==> config.mk <==
export PLATFORM = sky130hd
export DESIGN_NAME = axis_rr_arbiter
export DESIGN_NICKNAME = d
export VERILOG_FILES = /design/src/rtl/axis_rr_arbiter.sv
export SDC_FILE = /design/constraint.sdc
export NUM_CORES = 1
export LEC_CHECK = 0
export BUFFER_PORTS_ARGS = -buffer_cell sky130_fd_sc_hd__buf_4
export CORE_MARGIN = 2
export CORE_UTILIZATION = 47
export CTS_CLUSTER_DIAMETER = 50
export DETAILED_ROUTE_END_ITERATION = 6
export GPL_ROUTABILITY_DRIVEN = 0
export PLACE_DENSITY = 0.83
export SLEW_MARGIN = 20
export SYNTH_ARGS = -nofsm -noshare
export SYNTH_HDL_FRONTEND = slang
export SYNTH_SLANG_ARGS = --single-unit
export TNS_END_PERCENT = 20
==> constraint.sdc <==
create_clock -name aclk -period 3 [get_ports aclk]
set_input_delay 0.15 -clock aclk [delete_from_list [all_inputs] [get_ports aclk]]
set_output_delay 0.15 -clock aclk [all_outputs]
set_load 0.03 [all_outputs]
==> src/rtl/axis_rr_arbiter.sv <==
// Packet-granular round-robin arbiter: shares one AXI-Stream sink among NUM_PORTS requesters.
// A grant is held from arbitration until the granted port's tlast beat is accepted.
module axis_rr_arbiter #(
   parameter int NUM_PORTS  = 4,
   parameter int DATA_WIDTH = 8,
   parameter int KEEP_WIDTH = 1,
   parameter int CNT_WIDTH  = 16
) (
   input  logic                             aclk,
   input  logic                             areset,
   input  logic [NUM_PORTS-1:0]             s_axis_tvalid,
   output logic [NUM_PORTS-1:0]             s_axis_tready,
   input  logic [NUM_PORTS*DATA_WIDTH-1:0]  s_axis_tdata,
   input  logic [NUM_PORTS*KEEP_WIDTH-1:0]  s_axis_tkeep,
   input  logic [NUM_PORTS-1:0]             s_axis_tlast,
   output logic                             m_axis_tvalid,
   input  logic                             m_axis_tready,
   output logic [DATA_WIDTH-1:0]            m_axis_tdata,
   output logic [KEEP_WIDTH-1:0]            m_axis_tkeep,
   output logic                             m_axis_tlast,
   output logic                             grant_valid,
   output logic [$clog2(NUM_PORTS)-1:0]     grant_idx,
   output logic [CNT_WIDTH-1:0]             pkt_count
);

   localparam int IDX_W = $clog2(NUM_PORTS);

   // Handshake: a beat moves on a rising edge where valid and ready are both high;
   // ready from the sink is passed only to the granted port, valid/data never wait on ready.

   typedef enum logic {
      IDLE = 1'b0,
      BUSY = 1'b1
   } state_t;

   state_t                 state, state_next;
   logic [IDX_W-1:0]       rr_ptr, rr_ptr_next;
   logic [IDX_W-1:0]       grant_idx_next;
   logic [CNT_WIDTH-1:0]   pkt_count_next;

   logic                   pick_found;
   logic [IDX_W-1:0]       pick_idx;
   logic [IDX_W:0]         cand_sum;
   logic [IDX_W-1:0]       cand;

   logic                   sel_valid;
   logic [DATA_WIDTH-1:0]  sel_data;
   logic [KEEP_WIDTH-1:0]  sel_keep;
   logic                   sel_last;

   // grant_valid is the externally visible FSM state
   assign grant_valid = (state == BUSY);

   assign sel_valid = s_axis_tvalid[grant_idx];
   assign sel_data  = s_axis_tdata[grant_idx*DATA_WIDTH +: DATA_WIDTH];
   assign sel_keep  = s_axis_tkeep[grant_idx*KEEP_WIDTH +: KEEP_WIDTH];
   assign sel_last  = s_axis_tlast[grant_idx];

   // Search rr_ptr, rr_ptr+1, ... modulo NUM_PORTS; the extra sum bit keeps the wrap exact
   // for non power-of-two port counts.
   always_comb begin
      pick_found = 1'b0;
      pick_idx   = '0;
      cand_sum   = '0;
      cand       = '0;
      for (int i = 0; i < NUM_PORTS; i++) begin
         cand_sum = {1'b0, rr_ptr} + (IDX_W+1)'(i);
         if (cand_sum >= (IDX_W+1)'(NUM_PORTS))
            cand_sum = cand_sum - (IDX_W+1)'(NUM_PORTS);
         cand = cand_sum[IDX_W-1:0];
         if (!pick_found && s_axis_tvalid[cand]) begin
            pick_found = 1'b1;
            pick_idx   = cand;
         end
      end
   end

   always_comb begin
      state_next     = state;
      rr_ptr_next    = rr_ptr;
      grant_idx_next = grant_idx;
      pkt_count_next = pkt_count;
      s_axis_tready  = '0;
      m_axis_tvalid  = 1'b0;
      m_axis_tdata   = '0;
      m_axis_tkeep   = '0;
      m_axis_tlast   = 1'b0;
      case (state)
         IDLE: begin
            if (pick_found) begin
               grant_idx_next = pick_idx;
               state_next     = BUSY;
            end
         end
         BUSY: begin
            if (!areset) begin
               m_axis_tvalid            = sel_valid;
               m_axis_tdata             = sel_data;
               m_axis_tkeep             = sel_keep;
               m_axis_tlast             = sel_last;
               s_axis_tready[grant_idx] = m_axis_tready;
            end
            if (sel_valid && m_axis_tready && sel_last) begin
               state_next     = IDLE;
               rr_ptr_next    = (grant_idx == IDX_W'(NUM_PORTS-1)) ? '0 : grant_idx + 1'b1;
               pkt_count_next = pkt_count + 1'b1;
            end
         end
         default: state_next = IDLE;
      endcase
   end

   always_ff @(posedge aclk) begin
      if (areset) begin
         state     <= IDLE;
         rr_ptr    <= '0;
         grant_idx <= '0;
         pkt_count <= '0;
      end else begin
         state     <= state_next;
         rr_ptr    <= rr_ptr_next;
         grant_idx <= grant_idx_next;
         pkt_count <= pkt_count_next;
      end
   end

endmodule

; ---- After elaboration in Yosys (flattened, before gate mapping)
; Index checks and enable logic that the tools add are counted.
[classes]
n_addsub = 9
n_mul = 0
div = 0
order_cmp = 10
eq_ne = 1
shifts = 2
n_mux = 40
bitwise_logic = 2
reduce_logical = 11
[ops]
columns = operator, n
row1 = $shiftx 32x6->8, 1
row2 = $mux 1, 19
row3 = $mux 2, 9
row4 = $add 16x1->16 const B, 1
row5 = $mux 8, 2
row6 = $lt 2x3->1 const B, 5
row7 = $bmux 1 s2, 6
row8 = $ge 3x3->1 const B, 3
row9 = $mux 4, 2
row10 = $sub 2x1->2 const B, 4
row11 = $add 2x2->3 const B, 2
row12 = $logic_and 1x1->1, 6
row13 = $and 4x4->4, 1
row14 = $reduce_and 2->1, 2
row15 = $shiftx 4x3->1, 1
row16 = $add 2x1->3 const B, 1
row17 = $ge 2x3->1 const B, 1
row18 = $logic_not 1->1, 3
row19 = $add 2x1->2 const B, 1
row20 = $demux 1 s2, 1
row21 = $eq 2x2->1 const B, 1
row22 = $ge 2x1->1 const B, 1
row23 = $pmux 1 s2, 1
row24 = $not 1->1, 1
[totals]
ff_bits = 21
latch_bits = 0
ram_bits = 0
mem_bits_ro = 0
input_bits = 47
out_inout_bits = 34
word_cells = 79
mem_count = 0

; ---- Depth between registers and ports, before layout
; Gate-level depths: netlist of the first run.
[depth]
ltp_word = 16
ltp_mapped = 7
depth_no_buf = 5

; ---- Least setup slack after synthesis of the first run
; OpenSTA, ideal clock, no wires.
[synth_timing]
path_kind = register to register
from = register pkt_count[0]
to = register pkt_count[14]
setup_ps = 71
arrival_ps = 1994
required_ps = 2929
path_slack_ps = 935
path_stages_with_launch = 6
n_path_buf = 0
period_less_slack_ps = 2065
path_cell_list = dfxtp_1 > ha_1 > nand4_1 > or3_1 > or4_1 > a21oi_1
[synth_via]
elab_chain_len = 1
[synth_lines]
columns = item, line_no
row1 = start: declaration, 23  ; output logic [CNT_WIDTH-1:0] pkt_count
row2 = start signal: assignment, 123  ; pkt_count <= pkt_count_next;
row3 = $add 16x1->16, 106  ; pkt_count_next = pkt_count + 1'b1;
; Every way passes these cells.
; A chain may end at the register's enable or synchronous reset.

; ---- Final worst setup path of the first run
[layout_timing]
from = register grant_idx[0]
to = output m_axis_tdata[3]
[layout_via]
elab_chain_len = 3
[layout_lines]
columns = item, line_no
row1 = start: declaration, 22  ; output logic [$clog2(NUM_PORTS)-1:0] grant_idx,
row2 = start signal: assignment, 122  ; grant_idx <= grant_idx_next;
row3 = $shiftx 32x6->8, 55  ; assign sel_data = s_axis_tdata[grant_idx*DATA_WIDTH +: DATA_WIDTH];
row4 = $mux 8, 96  ; if (!areset) begin
row5 = $mux 8, 88  ; case (state)
row6 = end: declaration, 18  ; output logic [DATA_WIDTH-1:0] m_axis_tdata,
; Every way passes these cells.

==> out/qor.csv, run 1 <==
metric,value,unit
outcome,finished clean,
timing.hold.worst.class,primary input to flop,
io_pins,81,
clkPwrFrac,0.233,
worstMarginPinSlew,0.7771,ns
async_reset_ff_frac,0,
critPathRequiredTime,2.85,ns
drt_first_pass_iters,4,
drt-initial-drc-count,57,
setup_repair_after_global_routing_missed_its_margin,no,
relative_area_change_from_synthesis_to_final_layout,42.84,%
critical-path-slowest-cell,sky130_fd_sc_hd__dfxtp_1,
power.share.combinational,0.278,
route.antenna.remaining_nets,0,
synth_flop_cell,sky130_fd_sc_hd__dfxtp_1,
leakagePower,0.0009185,uW
mostFrequentLayoutCell,sky130_fd_sc_hd__buf_4,
post_cts_hold_buffer_count,0,
antenna_found_initial,0,
worst-path-max-fanout,9,
switching_power,172.2,uW
post_cts_resize_count,0,
cts_num_sinks,21,
max_stage_delay,0.65,ns
n_antenna_cell,0,
average_wire_length_per_cell_after_detail_routing,15.66,um
netlist_area,1460,um^2
worst_hold_slack,0.1770,ns
global_route.overflow_total,0,
syn-instance-count,157,
layout.nets,288,
cts_tree,yes,
synth_seq_area_share,0.2879,
swShare,0.2887,
grt_start_max_net_pins,24,
final_count_of_negative_setup_slack_endpoints,0,
setup.worst_path.class,flop to output port,
synthesis.area_per_instance,9.300,um^2
share_seq_of_total_power,0.489,
ir_drop,0.0002063,V
post-route-util,0.6946,
timing.critical_path.mode_cell,sky130_fd_sc_hd__buf_4,
num_rows,20,
skew,0.002188,ns
met2_layer_usage_reported_by_global_route,0.3727,
die-area,3568,um^2
slew_viol_final,0,
pre_cts_slack,0.8237,ns
number_of_input_and_output_port_buffers_inserted,80,
critPathArrivalTime,2.12,ns
post_cts.repair.setup_buffers,0,
tritoncts.num_buffers,3,
synth-warning-count,0,
timing.critical_path.from,grant_idx[0],
synth.ff_latch_count,21,
drc_errors,0,
drv.max_cap_violation_count,0,
final_tns_setup,0,ns
setup.worst_path.start_class,flop,
clkSlewWorstSetupHoldPaths,0.11,ns
syn-num-nets,209,
launch_point_of_the_worst_reg_to_reg_path,grant_idx[0],
final.min_clock_period,2.270,ns
cts-htree-levels,1,
die_height,59.74,um
initial_core_util,0.4862,
dp_hpwl,3.300,mm
synth-edff-count,0,
worst_skew_pair_later_pin_latency,0.31,ns
count_of_different_cell_masters_after_synthesis,32,
drive_above_1_share,0.4340,
coreArea,3003,um^2
cellPowerDensity,286.0,nW/um^2
clock.fmax,440.5,MHz
global_route_met1_usage,0.3229,
timing.critical_path.cells,buf_4 > mux4_2 > and2_1 > buf_4,
cts-root-buf,sky130_fd_sc_hd__clkbuf_4,
grt_pass1_vias,1313,
internal_power,424.3,uW
final-hold-violation-count,0,
most-common-layout-cells,"sky130_fd_sc_hd__buf_4, sky130_fd_sc_hd__dfxtp_1, sky130_fd_sc_hd__a21oi_1",
cts-root-to-sink-buffers,2,
routed_via_density,5.743,
grt.met3_usage,0.04762,
setup.worst_path.end_class,output port,
finalCritPeriodShare,0.7568,
via_count,1539,
grt_util_all_layers,0.2301,
timing.slew.headroom,0.4800,
finalWirelength,4.197,mm
busiest_layer_in_global_routing,met2,
holdCritStartpoint,areset,
wire_length_of_the_first_global_routing_pass,6.306,mm
die_w,59.74,um
layout_setup_ws,0.7297,ns
cell type report:
type / instances / area [um^2]
flip-flops and latches: 21 / 420.4
inverters: 9 / 33.78
clock buffers: 4 / 26.28
multi-input cells: 119 / 948.4
fillers: 246 / 917.1
well taps: 33 / 41.29
repair buffers: 82 / 615.6
logic make-up after synthesis:
kind of cell | after synthesis | synth area share
adder cells (fa/ha/maj) | 5 | 0.04284
XOR/XNOR | 3 | 0.01800
buffers and inverters | 17 | 0.06255
multiplexers | 13 | 0.1834
flip-flops | 21 | 0.2879
AO/OA/AOI/OAI | 35 | 0.1440
AND/OR/NAND/NOR | 63 | 0.2613
worst paths after layout:
path / to / slack, ns / depth (start not counted)
setup / recovery: m_axis_tdata[3] / 0.73 / 4
hold / removal: pkt_count[7] / 0.18 / 2
setup reg to reg: pkt_count[9] / 0.78 / 4
hold reg to reg: pkt_count[15] / 0.49 / 2
power groups by stage:
stage / Combinational (uW) / Clock (uW) / Sequential [uW]
floorplan: 85.9 / 0 / 300
global placement: 161 / 0 / 298
detailed placement: 165 / 0 / 298
CTS: 166 / 141 / 292
global route: 176 / 155 / 293
finish: 166 / 139 / 291
critical path, delay by kind of cell (launching register included):
| family | cells | cell delay [ns] |
|---|---|---|
| buffers and inverters | 2 | 0.45 |
| flip-flops | 1 | 0.65 |
| multiplexers | 1 | 0.53 |
| AND/OR/NAND/NOR | 1 | 0.18 |
sequential cells by signal (all words and copies together), names as in the netlist:
signal and cells:
grant_idx 2, grant_valid 1, pkt_count 16, rr_ptr 2
cell usage after synthesis, drive strengths merged, types with 3 or more instances:
master	count	area, um^2
and3	5	31.28
nand4	6	43.79
or3	6	40.03
inv	9	33.78
ha	5	62.56
nor2	9	33.78
o31ai	7	52.55
and2	13	81.33
clkbuf	3	21.27
dfxtp	21	420.4
xor2	3	26.28
nand2	6	22.52
nand3	5	30.03
mux4	11	247.7
or4	8	60.06
a21oi	16	80.08
buf	5	36.28
o21ai	7	35.03
metrics by stage:
stage	cell area (um^2)	power, uW	cells
after floorplan	1460	385.7	157
final	2086	596.6	268
after global routing	2086	624.3	268
after detailed placement	2059	462.9	264
after CTS	2086	598.0	268
after global placement	2059	458.9	264
routing by layer:
metal / vias to the layer above / routed length [um]
li1: 750 / -
met1: 735 / 1817
met2: 46 / 2170
met3: 8 / 167
met4: 0 / 42
met5: - / 0
Note: power is estimated with default switching activity, not from simulation.
==> run 2, diff against run 1 <==
CORE_UTILIZATION = 44   (was 47)
PLACE_DENSITY = 0.78   (was 0.83)
clock period = 2.23 ns   (was 3 ns; I/O delays follow)
==> run 2 against run 1 <==
  * Total power rose by 36%
  * Sequential share of layout area fell by 0.48 points
  * Hold slack got worse by 0.043 ns
  * Register-to-register slack got worse by 0.47 ns
  * Sequential cell count did not move
  * Final cell count rose by 6.0%
  * Design area rose by 2.5%
  * First-iteration DRC count rose by 77%
  * Highest routed layer unchanged
==> out/qor.csv, run 2 (same netlist as run 1, synthesis figures left out) <==
metric,value,unit
final-hold-violation-count,0,
num_rows,20,
n_antenna_cell,0,
most-common-layout-cells,"sky130_fd_sc_hd__buf_4, sky130_fd_sc_hd__dfxtp_1, sky130_fd_sc_hd__a21oi_1",
setup_repair_after_global_routing_missed_its_margin,no,
worst_skew_pair_later_pin_latency,0.31,ns
ir_drop,0.0004023,V
setup.worst_path.start_class,flop,
largest-register,pkt_count,
cts_num_sinks,21,
cts-root-buf,sky130_fd_sc_hd__clkbuf_4,
n_fill_cell,284,
critical-path-slowest-cell,sky130_fd_sc_hd__mux4_2,
final_tns_setup,0,ns
clock.fmax,512.5,MHz
coreArea,3103,um^2
launch_point_of_the_worst_reg_to_reg_path,grant_idx[0],
wire_length_of_the_first_global_routing_pass,6.279,mm
cp_top_family,multiplexers,
timing.slew.headroom,0.6558,
timing.critical_path.from,grant_idx[0],
biggest_registers_after_layout,"pkt_count (16), grant_idx (2), rr_ptr (2)",
outcome,finished clean,
mostFrequentLayoutCell,sky130_fd_sc_hd__buf_4,
grt_pass1_vias,1318,
timing.critical_path.mode_cell,sky130_fd_sc_hd__buf_4,
max_stage_delay,0.50,ns
grt_util_all_layers,0.2177,
final.min_clock_period,1.951,ns
multiInputGateArea,948.4,um^2
final_count_of_negative_setup_slack_endpoints,0,
drv.max_cap_violation_count,0,
timing.critical_path.cells,buf_4 > mux4_2 > and2_1 > buf_4,
r2r.worst_path.cells,4,
average_wire_length_per_cell_after_detail_routing,14.61,um
drt_first_pass_iters,4,
finalCritPeriodShare,0.8749,
cts-root-to-sink-buffers,2,
critPathRequiredTime,2.12,ns
drc_errors,0,
largest_register_ffs,16,
post_cts_resize_count,0,
crit_cells,4,
cts_tree,yes,
die_height,61.61,um
die_w,61.61,um
setup.worst_path.class,flop to output port,
dp_hpwl,3.303,mm
r2r_end,pkt_count[10],
worstMarginPinSlew,0.5116,ns
clkSlewWorstSetupHoldPaths,0.12,ns
finalWirelength,4.149,mm
layout.nets,293,
grt_start_max_net_pins,24,
cellPowerDensity,378.9,nW/um^2
drive_above_1_share,0.4458,
post_cts_hold_buffer_count,0,
critPathArrivalTime,1.84,ns
relative_area_change_from_synthesis_to_final_layout,46.36,%
critPathBufInv,2,
global_route.overflow_total,0,
via_count,1538,
tritoncts.num_buffers,3,
routed_via_density,5.415,
die-area,3795,um^2
timing.hold.worst.class,primary input to flop,
cts-htree-levels,1,
antenna_found_initial,0,
io_pins,81,
route.antenna.remaining_nets,0,
slew_viol_final,0,
leakagePower,0.0009427,uW
setup.worst_path.end_class,output port,
post-route-util,0.6887,
number_of_input_and_output_port_buffers_inserted,80,
area.sequential,420.4,um^2
initial_core_util,0.4706,
critPathCapture,m_axis_tdata[0],
worst-path-max-fanout,8,
post_cts.repair.setup_buffers,0,
skew,0.007685,ns
drt-initial-drc-count,101,
r2r_setup_slack,0.31,ns
## run 2: cell count changes in the layout (fill, tap and decap cells not counted), sizes merged
| cell | delta |
|---|---|
| buf | +5 |
## run 2: worst min path at each step
stage               startpoint            end  slack (ns)  cells past startpoint
floorplan               areset   pkt_count[4]        0.28                      3
global placement        areset   pkt_count[3]        0.45                      2
detailed placement      areset      rr_ptr[1]        0.46                      2
CTS                     areset  pkt_count[14]        0.13                      2
global route            areset   pkt_count[8]        0.13                      2
finish                  areset   pkt_count[7]        0.13                      2
## run 2: metrics by stage
| stage | instances | total power (uW) | cell area, um^2 | worst slack [ns] | hold WS, ns |
|---|---|---|---|---|---|
| after floorplan | 157 | 518.9 | 1460 | 0.1651 | 0.2793 |
| after global placement | 280 | 622.3 | 2111 | 0.3290 | 0.4511 |
| after detailed placement | 280 | 626.6 | 2111 | 0.3513 | 0.4584 |
| after CTS | 284 | 811.2 | 2137 | 0.2465 | 0.1283 |
| after global routing | 284 | 851.0 | 2137 | 0.1252 | 0.1332 |
| final | 284 | 809.7 | 2137 | 0.2789 | 0.1341 |
## run 2: area by class of cell
class                   count  share of cell area
inverters                   9             0.01581
repair buffers             87              0.3056
flip-flops and latches     21              0.1967
multi-input cells         119              0.4438
well taps                  44             0.02576
clock buffers               4             0.01230
## run 2: per-layer routing
metal	routed length (um)	up-vias	global-route usage
met5	0	-	0
met4	8	0	0.03343
met3	203	2	0.05042
met2	2054	47	0.3248
met1	1883	732	0.3273
li1	-	757	-
## run 2: report_power, final
group          switching [uW]  internal (uW)
Combinational             105            125
Clock                     121           70.0
Sequential               8.17            380
Total                     234            576
